$ cat config.mk
export PLATFORM = sky130hd
export DESIGN_NAME = btn_click_ctrl
export DESIGN_NICKNAME = d
export VERILOG_FILES = /design/src/rtl/btn_click_ctrl.sv
export SDC_FILE = /design/constraint.sdc
export NUM_CORES = 1
export LEC_CHECK = 0
export ABC_AREA = 1
export CELL_PAD_IN_SITES_DETAIL_PLACEMENT = 1
export CELL_PAD_IN_SITES_GLOBAL_PLACEMENT = 2
export CORE_UTILIZATION = 24
export CTS_CLUSTER_DIAMETER = 30
export DETAILED_ROUTE_END_ITERATION = 10
export HOLD_SLACK_MARGIN = 0.1
export PLACE_DENSITY = 0.9
export SLEW_MARGIN = 0
export SYNTH_ARGS = -nofsm -noshare
export SYNTH_HDL_FRONTEND = slang
export SYNTH_SLANG_ARGS = --single-unit
export TNS_END_PERCENT = 20
$ cat constraint.sdc
create_clock -name clk -period 1.8 [get_ports clk]
set_input_delay 0.18 -clock clk [delete_from_list [all_inputs] [get_ports clk]]
set_output_delay 0.18 -clock clk [all_outputs]
set_load 0.02 [all_outputs]
$ cat src/rtl/btn_click_ctrl.sv
// btn_click_ctrl: mouse left-button debounce, button hit test, click-to-action
// pulses and the blackjack round-phase FSM that decides which buttons are live.
module btn_click_ctrl #(
    parameter int BTN_Y           = 400,
    parameter int BTN_W           = 100,
    parameter int BTN_H           = 50,
    parameter int DEAL_X          = 100,
    parameter int HIT_X           = 300,
    parameter int STAND_X         = 500,
    parameter int DEBOUNCE_CYCLES = 16
) (
    input  logic        clk,
    input  logic        rst,
    input  logic [11:0] xpos,
    input  logic [11:0] ypos,
    input  logic        left,
    input  logic        player_bust,
    input  logic        dealer_done,
    output logic        deal_pulse,
    output logic        hit_pulse,
    output logic        stand_pulse,
    output logic [2:0]  btn_en,
    output logic [1:0]  phase
);

    typedef enum logic [1:0] {IDLE, PLAYER, DEALER, RESULT} phase_t;
    typedef enum logic [1:0] {BTN_NONE, BTN_DEAL, BTN_HIT, BTN_STAND} btn_t;

    localparam int CW = (DEBOUNCE_CYCLES > 1) ? $clog2(DEBOUNCE_CYCLES) : 1;
    localparam logic [CW-1:0] CNT_MAX = CW'(DEBOUNCE_CYCLES - 1);

    localparam logic [11:0] Y_LO     = 12'(BTN_Y);
    localparam logic [11:0] Y_HI     = 12'(BTN_Y + BTN_H);
    localparam logic [11:0] DEAL_LO  = 12'(DEAL_X);
    localparam logic [11:0] DEAL_HI  = 12'(DEAL_X + BTN_W);
    localparam logic [11:0] HIT_LO   = 12'(HIT_X);
    localparam logic [11:0] HIT_HI   = 12'(HIT_X + BTN_W);
    localparam logic [11:0] STAND_LO = 12'(STAND_X);
    localparam logic [11:0] STAND_HI = 12'(STAND_X + BTN_W);

    logic          sync1, sync2;
    logic          db, db_prev;
    logic [CW-1:0] cnt;
    btn_t          over, armed;
    phase_t        state;
    logic          press, release_ev, fire;
    logic          fire_deal, fire_hit, fire_stand;

    // Enable bit for a given button id; NONE is never enabled.
    function automatic logic en_of(input btn_t id, input logic [2:0] en);
        case (id)
            BTN_DEAL:  en_of = en[0];
            BTN_HIT:   en_of = en[1];
            BTN_STAND: en_of = en[2];
            default:   en_of = 1'b0;
        endcase
    endfunction

    // Two-flop synchroniser on the raw button level.
    always_ff @(posedge clk or negedge rst) begin
        if (!rst) begin
            sync1 <= 1'b0;
            sync2 <= 1'b0;
        end else begin
            sync1 <= left;
            sync2 <= sync1;
        end
    end

    // Debounce: the level only follows the synced input after it has
    // disagreed for DEBOUNCE_CYCLES consecutive cycles.
    always_ff @(posedge clk or negedge rst) begin
        if (!rst) begin
            db      <= 1'b0;
            db_prev <= 1'b0;
            cnt     <= '0;
        end else begin
            db_prev <= db;
            if (sync2 != db) begin
                if (cnt == CNT_MAX) begin
                    db  <= sync2;
                    cnt <= '0;
                end else begin
                    cnt <= cnt + CW'(1);
                end
            end else begin
                cnt <= '0;
            end
        end
    end

    // Hit test with inclusive left/top and exclusive right/bottom edges.
    always_comb begin
        over = BTN_NONE;
        if (ypos >= Y_LO && ypos < Y_HI) begin
            if (xpos >= DEAL_LO && xpos < DEAL_HI)        over = BTN_DEAL;
            else if (xpos >= HIT_LO && xpos < HIT_HI)     over = BTN_HIT;
            else if (xpos >= STAND_LO && xpos < STAND_HI) over = BTN_STAND;
        end
    end

    assign press      = db & ~db_prev;
    assign release_ev = ~db & db_prev;
    // A click completes only if released over the armed button while it is
    // still enabled; dragging out and back in before release is fine.
    assign fire       = release_ev && (armed != BTN_NONE) && (over == armed)
                        && en_of(armed, btn_en);
    assign fire_deal  = fire && (armed == BTN_DEAL);
    assign fire_hit   = fire && (armed == BTN_HIT);
    assign fire_stand = fire && (armed == BTN_STAND);

    // Arm on press, resolve on release into a single registered action pulse.
    always_ff @(posedge clk or negedge rst) begin
        if (!rst) begin
            armed       <= BTN_NONE;
            deal_pulse  <= 1'b0;
            hit_pulse   <= 1'b0;
            stand_pulse <= 1'b0;
        end else begin
            deal_pulse  <= fire_deal;
            hit_pulse   <= fire_hit;
            stand_pulse <= fire_stand;
            if (press)
                armed <= (over != BTN_NONE && en_of(over, btn_en)) ? over : BTN_NONE;
            else if (release_ev)
                armed <= BTN_NONE;
        end
    end

    // Round-phase FSM; moves on the same edge that registers the pulse, and
    // a bust arriving with a stand takes priority.
    always_ff @(posedge clk or negedge rst) begin
        if (!rst) begin
            state  <= IDLE;
            btn_en <= 3'b001;
        end else begin
            case (state)
                IDLE, RESULT: begin
                    if (fire_deal) begin
                        state  <= PLAYER;
                        btn_en <= 3'b110;
                    end
                end
                PLAYER: begin
                    if (player_bust) begin
                        state  <= RESULT;
                        btn_en <= 3'b001;
                    end else if (fire_stand) begin
                        state  <= DEALER;
                        btn_en <= 3'b000;
                    end
                end
                DEALER: begin
                    if (dealer_done) begin
                        state  <= RESULT;
                        btn_en <= 3'b001;
                    end
                end
                default: begin
                    state  <= IDLE;
                    btn_en <= 3'b001;
                end
            endcase
        end
    end

    assign phase = state;

endmodule

==> impl_metrics.toml <==
[status]
status = "finished clean"

[power_and_ir_drop]
internal-power_mw = 0.917
clkPwrFrac_pct = 19.2
sequentialPowerShare_pct = 32.6
power.density_nw_per_um2 = 870
vdd.ir_drop.worst_uv = 566
switching_share_pct = 39.7
total_power_mw = 1.52
p_leak_nw = 0.945
pwr-share-comb_pct = 48.3
p_sw_mw = 0.605

[critical_path]
required_ns = 1.62
crit_chain = "buf_4 > clkdlybuf4s50_1"
max_stage_delay_ns = 0.60
cp.arrival_ns = 1.52
regToRegEndpoint = "phase[0]$_DFFE_PN0P_"
rr_worst_depth = 12
path_class = "reg2out"
rrSetupSlack_ns = 0.17
end_kind = "output port"
crit_fanout = 3
cp-start-kind = "flip-flop"
r2r_start = "armed[1]$_DFFE_PN0P_"
cp_slowest_cell = "clkdlybuf4s50_1"

[layout]
syn2layout_area_growth_pct = 53.1
finalNetCount = 246
diodes = 0
fillers = 545
drive_gt1_share_pct = 26.1

[global_route]
grt.total_usage_pct = 12.8
first_global_vias = 1233
grt_pass1_wl_um = 5170
grt_overflow = 0
grt_max_degree = 18
antenna_found_initial = 0

[timing]
finalSetupViolations = 0
fin_crit_sh_pct = 94.3
max_freq_mhz = 589
timing.final.ws_setup_ns = 0.103
finalMaxSlewViolations = 0
hold_violations = 0
worst_pin_slew_ns = 0.251
slew-limit-headroom_pct = 83.1
rsz0062_at_grt = "no"
skew_ns = 0.00182
min_period_ns = 1.70

[clock_tree]
cts-root-buf = "clkbuf_8"
cts_tree = "done"
cts_max_path_buffers = 2
clkSinkCount = 17
cts_max_level = 1
clkLatencyLatePin_ns = 0.26
cts_made_buffers = 3
clkTransAtPathRegs_ns = 0.07
postCtsHoldBufs = 0

[placed_design]
gp_congestion = 0.779
dp_hpwl_um = 2360
port_buffers = 33
pre_cts_slack_ns = -0.376

[floorplanning]
ioPinCount = 37
coreArea_sq_um = 4470
num_rows = 24
die_x_um = 71.0
die_area_sq_um = 5040
die_y_um = 71.0
initial_utilization_pct = 25.5

[synth]
yosysTopAreaCell = "dfrtp_1"
synth_most_common_cell = "nand2_1"
synthArstFlopShare_pct = 100
yosys_warnings = 0
synth_ff_type = "dfrtp_1"
synth_edf_count = 0
ys_ff_latch = 17
netlist_area_sq_um = 1140
synthTopCellsByArea = "dfrtp_1 35%, nand2_1 11%, inv_1 8.5%"
ys_seq_area_share_pct = 37.3
ys_top_cells_by_count = "34 x nand2_1, 26 x inv_1, 20 x nor2_1"
postSynthCellCount = 159
syn-num-nets = 193
syn_avg_cell_area_sq_um = 7.18
yosysTopAreaCellShare_pct = 35.0
ys_types = 24

[detailed_routing]
vias_per_cell = 4.44
drtIter0Drc = 23
ant_nets = 0
num_vias = 1167
drc = 0
finalWirelength_um = 2950
wl_per_cell_um = 11.2
drt_pre_antenna_iters = 4

[flow_run]
maxCapViolCount = 0

[min_path]
min_path_type = "in2async"
power groups by stage:
stage / Clock (mW) / Sequential [mW] / Combinational [mW]
finish: 0.292 / 0.496 / 0.735
global route: 0.321 / 0.504 / 0.813
CTS: 0.297 / 0.495 / 0.695
detailed placement: 0 / 0.502 / 0.697
global placement: 0 / 0.502 / 0.678
floorplan: 0 / 0.542 / 0.392
state kept, by name (all words and copies together), names as in the netlist:
name         flops
sync2            1
hit_pulse        1
phase            2
db_prev          1
cnt              4
btn_en           2
db               1
stand_pulse      1
armed            2
deal_pulse       1
sync1            1
cell type report:
type                            instances  area (sq um)  share of cell area (%)
Inverter                               33           124                    7.08
Clock inverter                          1          5.00                   0.286
Timing Repair Buffer                   49           457                    26.1
Clock buffer                            3          41.3                    2.36
Sequential cell                        17           428                    24.5
Tap cell                               52          65.1                    3.72
Multi-Input combinational cell        108           629                    36.0
routing by layer:
layer  wire (um)  vias to the layer above  GRT usage (%)
li1            -                      587              -
met1        1280                      564           14.9
met2        1600                       14           24.3
met3          55                        2           3.13
met4          10                        0           1.56
met5           0                        -              0
worst max-delay path, delay by kind of cell, from the launching register on:
| family | cells | cell delay [ns] |
|---|---|---|
| flip-flops | 1 | 0.54 |
| buffers and inverters | 2 | 0.72 |
timing repair:
action	in CTS	in global routing
setup buffers	4	4
endpoints found under the setup margin	4	4
gates cloned	0	0
resized for setup	13	16
pin swaps	8	15
through the flow:
step / area, sq um / hold WS [ns] / setup TNS (ns) / utilization [%] / cells
after global placement: 1590 / 0.338 / -1.31 / 35.5 / 251
after detailed placement: 1590 / 0.339 / -1.66 / 35.5 / 251
final: 1750 / 0.244 / 0 / 39.1 / 263
after global routing: 1750 / 0.255 / 0 / 39.1 / 263
after CTS: 1680 / 0.255 / 0 / 37.4 / 259
after floorplan: 1140 / -0.116 / 0 / - / 159
cells by family (layout without fill, tap and decap cells):
logic type      after synthesis  after routing  share of synthesized area, %
compound gates               10             10                          6.02
xor+xnor                      3              3                          2.30
fa+ha+maj                     5              5                          5.48
buf+inv                      34             86                          11.5
flops                        17             17                          37.3
simple gates                 90             90                          37.3
placed cells by master, fill, tap and decap left out, drive strengths merged:
master         count
nand2             43
inv               32
nor2              27
clkdlybuf4s50     17
buf               16
dfrtp             16
nand3             15
dlygate4sd2        9
dlymetal6s2s       7
ha                 5
a21oi              5
o21ai              4
nand4              3
clkbuf             3
xnor2              2
nand3b             2
clkinv             2
xor2               1
o32ai              1
dfstp              1
worst max path at each step:
stage	from	end	cells past startpoint
6_report	btn_en[0]$_DFFE_PN1P_	btn_en[0]	2
5_1_grt	ypos[11]	phase[1]$_DFFE_PN0P_	13
4_1_cts	xpos[2]	phase[0]$_DFFE_PN0P_	16
3_5_place_dp	xpos[7]	phase[0]$_DFFE_PN0P_	16
3_3_place_gp	xpos[7]	phase[0]$_DFFE_PN0P_	14
2_1_floorplan	btn_en[0]$_DFFE_PN1P_	phase[0]$_DFFE_PN0P_	11
Power figures use the tool's default switching activity.
